<file path="config.mk">
export PLATFORM = sky130hd
export DESIGN_NAME = divide
export DESIGN_NICKNAME = d
export VERILOG_FILES = /design/src/rtl/divide_pkg.sv /design/src/rtl/division_counter.sv /design/src/rtl/divide.sv
export SDC_FILE = /design/constraint.sdc
export NUM_CORES = 1
export LEC_CHECK = 0
export CORE_AREA = 3 3 179 94
export CTS_CLUSTER_SIZE = 25
export DETAILED_ROUTE_END_ITERATION = 7
export DIE_AREA = 0 0 182 97
export PLACE_DENSITY = 0.87
export SLEW_MARGIN = 20
export SYNTH_ARGS = -nofsm -noshare
export SYNTH_HDL_FRONTEND = slang
export SYNTH_SLANG_ARGS = --single-unit
</file>
<file path="constraint.sdc">
create_clock -name clock -period 11.5 [get_ports clock]
set_clock_uncertainty 0.05 [all_clocks]
set_input_delay 1.725 -clock clock [delete_from_list [all_inputs] [get_ports clock]]
set_output_delay 1.725 -clock clock [all_outputs]
set_load 0.005 [all_outputs]
</file>
<file path="src/rtl/divide_pkg.sv">
// divide_pkg: shared constants, FSM state type and magnitude helper for the divider.
package divide_pkg;
    localparam int DIV_WIDTH = 32;
    localparam int DIV_CNT_W = 5;
    localparam logic [DIV_CNT_W-1:0] DIV_LAST = 5'd31;
    localparam logic [DIV_WIDTH-1:0] INT_MIN = 32'h8000_0000;

    typedef enum logic [1:0] {IDLE, RUN, DONE} div_state_t;

    // |INT_MIN| wraps back to INT_MIN, which is the correct unsigned magnitude.
    function automatic logic [DIV_WIDTH-1:0] div_abs(input logic [DIV_WIDTH-1:0] x);
        return x[DIV_WIDTH-1] ? -x : x;
    endfunction
endpackage

</file>
<file path="src/rtl/division_counter.sv">
// division_counter: 5-bit iteration counter with sync clear, enable and terminal-count flag.
module division_counter
    import divide_pkg::*;
(
    input  logic clock,
    input  logic reset_n,
    input  logic clr_i,
    input  logic en_i,
    output logic last_o
);
    logic [DIV_CNT_W-1:0] cnt_q, cnt_d;

    always_comb cnt_d = clr_i ? '0 : en_i ? cnt_q + 1'b1 : cnt_q;

    always_ff @(posedge clock or negedge reset_n)
        if (!reset_n) cnt_q <= '0;
        else cnt_q <= cnt_d;

    assign last_o = cnt_q == DIV_LAST;
endmodule

</file>
<file path="src/rtl/divide.sv">
// divide: 32-cycle restoring signed divider; quotient truncates toward zero,
// divide-by-zero and INT_MIN/-1 raise data_exception.
module divide
    import divide_pkg::*;
#(
    parameter int WIDTH = DIV_WIDTH
) (
    input  logic             clock,
    input  logic             reset_n,
    input  logic [WIDTH-1:0] data_operandA,
    input  logic [WIDTH-1:0] data_operandB,
    input  logic             ctrl_DIV,
    output logic [WIDTH-1:0] data_result,
    output logic             data_exception,
    output logic             data_resultRDY
);
    div_state_t state_q, state_d;
    logic [WIDTH-1:0] q_q, q_d, r_q, r_d, d_q, d_d, res_q, res_d;
    logic sign_q, sign_d, dz_q, dz_d, ovf_q, ovf_d, exc_q, exc_d;
    logic last, fin;
    logic [WIDTH:0] shifted, t;
    logic [WIDTH-1:0] qn;

    division_counter u_cnt (
        .clock  (clock),
        .reset_n(reset_n),
        .clr_i  (ctrl_DIV),
        .en_i   (state_q == RUN),
        .last_o (last)
    );

    assign shifted = {r_q, q_q[WIDTH-1]};
    assign t = shifted - {1'b0, d_q};
    assign qn = {q_q[WIDTH-2:0], ~t[WIDTH]};
    // A new start pulse always wins, including on the would-be final iteration.
    assign fin = state_q == RUN && last && !ctrl_DIV;

    always_comb state_d = ctrl_DIV ? RUN : (state_q == RUN) ? (last ? DONE : RUN) : IDLE;

    always_comb begin
        q_d = q_q;
        r_d = r_q;
        d_d = d_q;
        sign_d = sign_q;
        dz_d = dz_q;
        ovf_d = ovf_q;
        res_d = res_q;
        exc_d = exc_q;
        if (ctrl_DIV) begin
            q_d = div_abs(data_operandA);
            d_d = div_abs(data_operandB);
            r_d = '0;
            sign_d = data_operandA[WIDTH-1] ^ data_operandB[WIDTH-1];
            dz_d = data_operandB == '0;
            ovf_d = data_operandA == INT_MIN && data_operandB == '1;
        end else if (state_q == RUN) begin
            q_d = qn;
            r_d = t[WIDTH] ? shifted[WIDTH-1:0] : t[WIDTH-1:0];
        end
        if (fin) begin
            res_d = dz_q ? '0 : ovf_q ? INT_MIN : sign_q ? -qn : qn;
            exc_d = dz_q | ovf_q;
        end
    end

    always_ff @(posedge clock or negedge reset_n)
        if (!reset_n) begin
            state_q <= IDLE;
            q_q <= '0;
            r_q <= '0;
            d_q <= '0;
            sign_q <= 1'b0;
            dz_q <= 1'b0;
            ovf_q <= 1'b0;
            res_q <= '0;
            exc_q <= 1'b0;
        end else begin
            state_q <= state_d;
            q_q <= q_d;
            r_q <= r_d;
            d_q <= d_d;
            sign_q <= sign_d;
            dz_q <= dz_d;
            ovf_q <= ovf_d;
            res_q <= res_d;
            exc_q <= exc_d;
        end

    assign data_result = res_q;
    assign data_exception = exc_q;
    assign data_resultRDY = state_q == DONE;
endmodule

</file>
==> results of run 1 <==
-- state kept, by name (all words and copies together) (netlist names) --
| register | flops |
|---|---|
| d_q | 32 |
| data_exception | 1 |
| data_result | 32 |
| dz_q | 1 |
| ovf_q | 1 |
| q_q | 32 |
| r_q | 32 |
| sign_q | 1 |
| state_q | 2 |
| u_cnt.cnt_q | 5 |
-- power by group --
part | internal [mW] | total (mW) | switching [mW] | leakage (nW)
logic | 0.289 | 0.706 | 0.417 | 2.96
clock network | 0.327 | 0.549 | 0.222 | 0.273
registers | 0.563 | 0.652 | 0.0889 | 1.77
-- worst reg2reg max path, delay by kind of cell (launching register included) --
family | cells | cell delay [ns]
AO/OA/AOI/OAI | 6 | 1.91
XOR/XNOR | 2 | 0.43
adder cells (fa/ha/maj) | 3 | 0.99
buffers and inverters | 2 | 0.66
flip-flops | 1 | 0.36
AND/OR/NAND/NOR | 4 | 1.17
-- worst max path at each step --
stage,endpoint,cells after the start,start
6_report,data_result[24],17,q_q[31]
5_1_grt,data_result[24],17,q_q[31]
4_1_cts,data_result[24],17,q_q[31]
3_5_place_dp,data_result[24],17,q_q[31]
3_3_place_gp,data_result[24],17,q_q[31]
2_1_floorplan,q_q[30],9,data_operandA[8]
-- cell type report --
| class | instances | area (µm²) | area share, % |
|---|---|---|---|
| sequential | 139 | 3480 | 31.3 |
| multi-input combinational | 874 | 5570 | 50.1 |
| inverter | 48 | 180 | 1.62 |
| tap | 204 | 255 | 2.30 |
| clock inverter | 12 | 139 | 1.25 |
| timing repair buffer | 107 | 1050 | 9.45 |
| clock buffer | 20 | 447 | 4.02 |
-- Yosys cell counts, drive strengths merged (13+ instances only) --
cell type,count
a311oi,18
and3,15
dfrtp,139
nor3,13
or3,28
nand2,163
xnor2,42
nor2,74
o21ai,108
o41ai,14
or4,17
xor2,71
o31ai,36
clkbuf,50
a21oi,81
mux2i,29
inv,48
ha,38
-- cell families after synthesis --
| group | Yosys count |
|---|---|
| AND/OR/NAND/NOR | 374 |
| AO/OA/AOI/OAI | 318 |
| flip-flops | 139 |
| XOR/XNOR | 113 |
| buffers and inverters | 110 |
| adder cells (fa/ha/maj) | 39 |
| multiplexers | 30 |
-- metrics by stage --
step	worst slack, ns	cell area [µm²]	hold WS [ns]
2_1_floorplan	6.77	9450	0.417
3_3_place_gp	5.84	10500	0.414
3_5_place_dp	5.63	10500	0.416
4_1_cts	5.55	11100	0.431
5_1_grt	5.23	11100	0.474
6_report	5.78	11100	0.429
-- routing by layer --
metal | share of wire [%] | vias up | GRT usage (%)
li1 | - | 4142 | -
met1 | 45 | 4153 | 39.4
met2 | 46 | 355 | 44.1
met3 | 7.9 | 36 | 4.40
met4 | 1.2 | 0 | 7.25
met5 | 0 | - | 0
==> results.md, run 1 <==
Outcome:
- The run finished with clean final reports.

Clock tree:
- Post-CTS repair changed the size of 0 cells.
- The clock transition at the register clock pins on the worst setup and hold paths after CTS is 0.06 ns.
- The cts-stage hold buffer count is 0.
- In this run the deepest clock path goes through 2 buffers.
- The clock root buffer master is clkbuf_16.
- The TritonCTS clock tree is yes.
- The sink count of the clock tree is 139.
- The source-to-sink clock delay at the later pin of the worst-skew pair is 0.42 ns.
- In this run the number of H-tree levels came out at 4.
- The total setup buffers inserted after CTS is 0.
- The number of clock buffers inserted by TritonCTS is 17.

Setup path:
- At the worst endpoint, the arrival time is 5.93 ns.
- The cell with the most instances on the worst path is ha_1.
- The critical-path maximum fanout is 33.
- The setup check on the worst reg-to-reg path leaves a slack of 5.78 ns.
- Measured in cells, the most critical reg-to-reg path has a length of 17.
- The critical path goes through inv_1, ha_1, fa_1, nand2b_1, a21oi_1, a31oi_1, o311ai_0, a21boi_1, xnor2_2, clkinv_1, ha_1, nand2_1, or3_1, or4_1, o41ai_1, xor2_1, o21ai_0.
- The required time of the worst setup path is 11.71 ns.
- The type of element capturing the critical path is a register.
- The class of the most critical setup path is register to register.
- The family with the most delay on the worst path is compound AO/OA/AOI/OAI gates.
- The end of the worst register-to-register path is data_result[24].
- The worst setup path is launched from a register.
- The startpoint identified for the worst register-to-register timing path is q_q[31].
- The cell with the largest stage delay on the worst path is o311ai_0.
- Counting both buffers and inverters, the worst setup path holds a total of 2.
- In this design, the stage delay of the slowest critical-path cell is 0.67 ns.

Synthesis:
- Synthesis produced a netlist whose cell count is 1123.
- Summed over all instances, the cell type with the most area after synthesis is dfrtp_1.
- The most used flip-flop cell after synthesis is dfrtp_1.
- The warning count from the yosys run is 0.
- In this run the mean area of a mapped cell was 8.42 µm².
- Of the total synthesized cell area, the portion taken by AND, OR, NAND and NOR gates is 18.9%.
- The mux contribution to synthesized area is 3.19%.
- The share of synthesized registers carrying an async set or reset is 100%.
- By area the synthesized netlist is led by dfrtp_1, xor2_1, nand2_1.
- The number of nets handed over by synthesis was 1229.
- The share of the Yosys chip area taken by registers is 36.8%.
- After Yosys synthesis, XOR and XNOR cells account for 10.5% of the synthesized area.
- The synthesized netlist contains 63 unique library cells.
- The synthesized design contains 0 enable-type register cells.
- In this run the cell area of the synthesized design comes to 9450 µm².
- The synthesized netlist devotes 21.0% of its cell area to compound gates.
- The fraction of the mapped netlist area in adder cells is 5.24%.
- The synthesized flop and latch total is 139.
- The fraction of post-synthesis cell area in the top cell type by area is 36.8%.
- The main combinational cell family by area after synthesis is compound AO/OA/AOI/OAI gates.

Power:
- Overall power consumption after layout is estimated at 1.91 mW.
- The worst voltage drop across the vdd grid is 0.133 mV.
- The leakage power total is 5.00 nW.
- For this design the ratio of total power to cell area is 172 nW/µm².

Global routing:
- The total grt overflow is 0.
- The initial antenna violation count is 0.
- Entering global routing, the biggest net connects 92 pins.
- The wire length of the first global-routing pass is 40600 µm.
- The via count of the first global-routing pass is 8243.
- The overall fraction of global-route tracks in use is 27.6%.

Floorplan:
- The die extent in y is 97 µm.
- The number of top-level pins is 101.
- After floorplanning, the core was divided into 32 placement rows.
- Once the floorplan was initialized, standard cells occupied 61.8% of the core.
- Measured along the x axis, the die boundary spans 182 µm.
- The core box area is 15300 µm².
- The total die area is 17700 µm².

Routing:
- The number of DRC markers in iteration 0 is 825.
- The detailed-route vias per instance is 6.19.
- The count of nets left with antenna violations after detail routing is 0.
- The count of unresolved DRC violations after routing is 0.
- The first-pass iteration count of the detailed router is 5.
- The total detailed-routing wirelength is 24200 µm.
- The total number of vias is 8686.
- In the final routed layout, each cell accounts on average for 17.3 µm.

Min path:
- The worst hold path belongs to the class register to register.
- Counting instances, the worst hold path has a depth of 2.
- The worst hold path startpoint is data_result[31].
- The sink of the worst hold path is data_result[31].

Finish:
- The repair_antennas step left the layout with diodes totalling 0.
- The most frequent standard cell in the layout excluding fill and tap cells is nand2_1.
- The fill cell total of the finished layout is 1134.
- Excluding fillers, the count of instances in the completed layout stands at 1404.
- At the end of the flow, the number of nets in the layout was 1293.
- The fraction of final layout cells sized beyond drive strength 1 is 4.92%.
- The area overhead of the layout relative to synthesis is 17.7%.
- In the layout the commonest cells are nand2_1, dfrtp_1, o21ai_0.
- The end-of-flow core utilization is 72.7%.

Job:
- The reported max-cap violation count is 0.

Timing:
- Adding up every negative setup slack in the final design gives 0 ns.
- Setup repair after global routing left no endpoint under its margin.
- The final period utilization is 49.7%.
- The total setup violations reported at the end of the flow is 0.
- The final hold violation count is 0.
- The max-slew headroom at the worst pin is 27.5%.
- The fmax is 175 MHz.
- Subtracting the final worst setup slack from the clock period gives 5.72 ns.
- The count of final max-slew check failures is 0.
- The transition time at the pin with the least slew margin is 1.08 ns.

Placement:
- The placed instance count is 1372.
- The count of port buffers added during placement is 100.
- The detailed placement HPWL is 16800 µm.
- Routability-driven placement finished with a final weighted congestion of 0.908.
Power figures use the tool's default switching activity.
==> run 2, diff against run 1 <==
CORE_AREA = 3 3 185 97   (was 3 3 179 94)
DIE_AREA = 0 0 188 100   (was 0 0 182 97)
PLACE_DENSITY = 0.82   (was 0.87)
clock period = 5.9 ns   (was 11.5 ns; I/O delays follow)
==> run 2 against run 1 <==
Against the previous run:
- die area is 6.5% higher
- maximum frequency rose by 13%
- wire length down 0.45%
- final area up 0.77%
- sequential power up 95%
- critical path depth did not move
- clock power is 120% higher
- power increased by 100%
- global-route usage down 1.7 points
- non-clock buffer count unchanged
- combinational power grew 97%
- largest cell class unchanged
- largest power group unchanged
- highest routed layer unchanged
==> results.md, run 2 (same netlist as run 1, synthesis figures left out) <==
Clock tree:
- The number of gates resized after cts is 0.
- The number of clock buffers inserted by TritonCTS is 17.
- The largest buffer count on any clock path is 2.
- TritonCTS built the clock tree.
- The H-tree was split into 4 levels.
- The clock root buffer master is clkbuf_16.
- The number of setup buffers added after CTS is 0.
- CTS saw 139 sinks.
- The cts-stage hold buffer count is 0.
- After clock tree synthesis, the clock-pin slew on the worst setup and hold paths is 0.07 ns.
- The clock reaches the later pin of the worst-skew pair after 0.43 ns.

Job:
- The tool flagged a number of max-cap violations equal to 0.

Global routing:
- The initial antenna violation count was 0.
- The first global-routing pass estimated 40200 µm of wire.
- The met3 track demand over resource in global routing is 4.19%.
- The fraction of met2 tracks used by global routing is 41.3%.
- The maximum number of pins on one net before global-route repair is 94.
- For this run, the total global-route usage over all layers was measured as 25.9%.
- In the global route stage, met1 resource usage came out at 36.9%.
- Global routing finished with a remaining overflow of 0.
- The highest-utilization routing layer at the global route stage is met2.
- The via count of the first global-routing pass is 8192.

Power:
- In this run the static leakage power is 5.04 nW.
- The total power is 3.85 mW.
- In this run the power density over the cells is 344 nW/µm².
- The worst voltage drop across the vdd grid is 0.248 mV.

Timing:
- Adding up every negative setup slack in the final design gives 0 ns.
- Final hold analysis gives a worst-case slack of 0.431 ns.
- In this run the tightest slew margin relative to its limit is 22.8%.
- Setup slack on the critical path of the routed design comes to 0.848 ns.
- The count of final max-slew check failures is 0.
- At the pin with the least slew margin, the transition time is 1.15 ns.
- The fmax is 198 MHz.
- The final hold violation count is 0.
- Setup violations remaining at the end of the flow were counted as 0.
- Setup repair after global routing left no endpoint under its margin.
- Dividing the final minimum period by the clock period gives 85.6%.
- The routed design could run at a clock period as short as 5.05 ns.

Finish:
- The most frequent standard cell in the layout excluding fill and tap cells is nand2_1.
- The multi-input combinational cell area is 5570 µm².
- At the end of the flow the core is filled with cells to 68.7%.
- The finished layout cell area is 11200 µm².
- Of the cells placed in the final design, the portion with a size suffix greater than 1 is 4.92%.
- The area overhead of the layout relative to synthesis is 18.6%.
- The net total in the final layout is 1293.
- The sequential cells in the finished layout cover a total of 3480 µm².
- In the layout the commonest cells are nand2_1, dfrtp_1, o21ai_0.
- The final cell count without fillers is 1427.
- The fill cell total of the finished layout is 1262.
- The antenna diode count is 0.

Floorplan:
- In this run the horizontal extent of the chip is 188 µm.
- Row generation in the floorplan step produced 33 rows.
- The die extent in y is 100 µm.
- 101 I/O pins were placed.
- The floorplan step defined a die boundary enclosing 18800 µm².
- The core box area is 16300 µm².
- Once the floorplan was initialized, standard cells occupied 57.9% of the core.

Min path:
- The class of the worst hold path is register to register.
- For hold timing, the worst endpoint is data_result[10].
- The worst hold path stage count is 2.
- The worst hold path startpoint is data_result[10].

Routing:
- The first-pass iteration count of the detailed router is 6.
- The final route contains 8660 vias.
- The detailed router finished its first iteration with 805 violations.
- The count of unresolved DRC violations after routing is 0.
- Using the TritonRoute via totals, the vias-per-cell ratio works out to 6.07.
- The count of nets left with antenna violations after detail routing is 0.
- The average wire per cell in the routed design is 16.9 µm.
- The final layout contains routed wiring with a total length of 24100 µm.

Setup path:
- The startpoint identified for the worst register-to-register timing path is q_q[31].
- The class of the most critical setup path is register to register.
- The worst setup path is launched from a register.
- The required time of the worst setup path is 6.11 ns.
- Traced cell by cell, the critical path runs through inv_1, ha_1, fa_1, nand2b_1, a21oi_1, a31oi_1, o311ai_0, a21boi_1, xnor2_2, inv_1, ha_1, nand2_1, or3_1, or4_1, o41ai_1, xor2_1, o21ai_0.
- The register-to-register setup slack is 0.85 ns.
- The worst register-to-register path ends at data_result[24].
- The delay of the slowest critical-path stage is 0.67 ns.
- Data on the critical path arrives at its endpoint at 5.27 ns.
- Of all nets on the critical path, the largest fanout is 6.
- The cell with the largest stage delay on the worst path is o311ai_0.
- The worst register-to-register path has a depth of 17.
- The type of element capturing the critical path is a register.

Placement:
- Port buffering added 100 buffers.
- Detailed placement ended at an HPWL of 16500 µm.
- The placer's final routability congestion estimate is 0.946.
- The placed instance count is 1395.
- The worst slack after detailed placement is 1.04 ns.
- The post-detailed-placement cell area is 10600 µm².

Outcome:
- The run finished with clean final reports.
[run 2: where the power goes]
part / switching, mW / total [mW] / internal (mW)
clock: 0.437 / 1.19 / 0.756
combinational: 0.824 / 1.39 / 0.570
sequential: 0.170 / 1.27 / 1.10
total: 1.43 / 3.85 / 2.42
[run 2: worst max-delay path: cells and delay by family (launching register included)]
kind / cells / cell delay [ns]
xor gates and xnor gates: 2 / 0.40
AOI/OAI and AO/OA: 6 / 1.87
and+or+nand+nor: 4 / 1.19
adders and majority gates: 3 / 0.84
buffers and inverters: 2 / 0.15
DFF: 1 / 0.37
[run 2: worst max-delay path by stage]
stage,from,depth (start not counted),endpoint,slack (ns)
6_report,q_q[31],17,data_result[24],0.85
4_1_cts,q_q[31],17,data_result[24],0.95
5_1_grt,q_q[31],17,data_result[24],0.53
3_5_place_dp,q_q[31],17,data_result[24],1.04
3_3_place_gp,q_q[31],17,data_result[24],1.17
2_1_floorplan,q_q[31],18,data_result[24],1.18
[run 2: cell type report]
| cell class | count | share of cell area (%) |
|---|---|---|
| Multi-Input combinational cell | 874 | 49.7 |
| Sequential cell | 139 | 31.0 |
| Timing Repair Buffer | 107 | 9.35 |
| Clock buffer | 19 | 3.86 |
| Tap cell | 227 | 2.53 |
| Clock inverter | 13 | 1.90 |
| Inverter | 48 | 1.61 |
[run 2: routing by layer]
layer | part of all wire [%] | up-vias
li1 | - | 4139
met1 | 47 | 4137
met2 | 45 | 346
met3 | 7.4 | 38
met4 | 1.5 | 0
met5 | 0 | -
==> run 3, diff against run 2 <==
CTS_CLUSTER_DIAMETER = 100   (was unset)
==> results of run 3 <==
The final DEF is identical to that of run 2; final timing and power are the same.
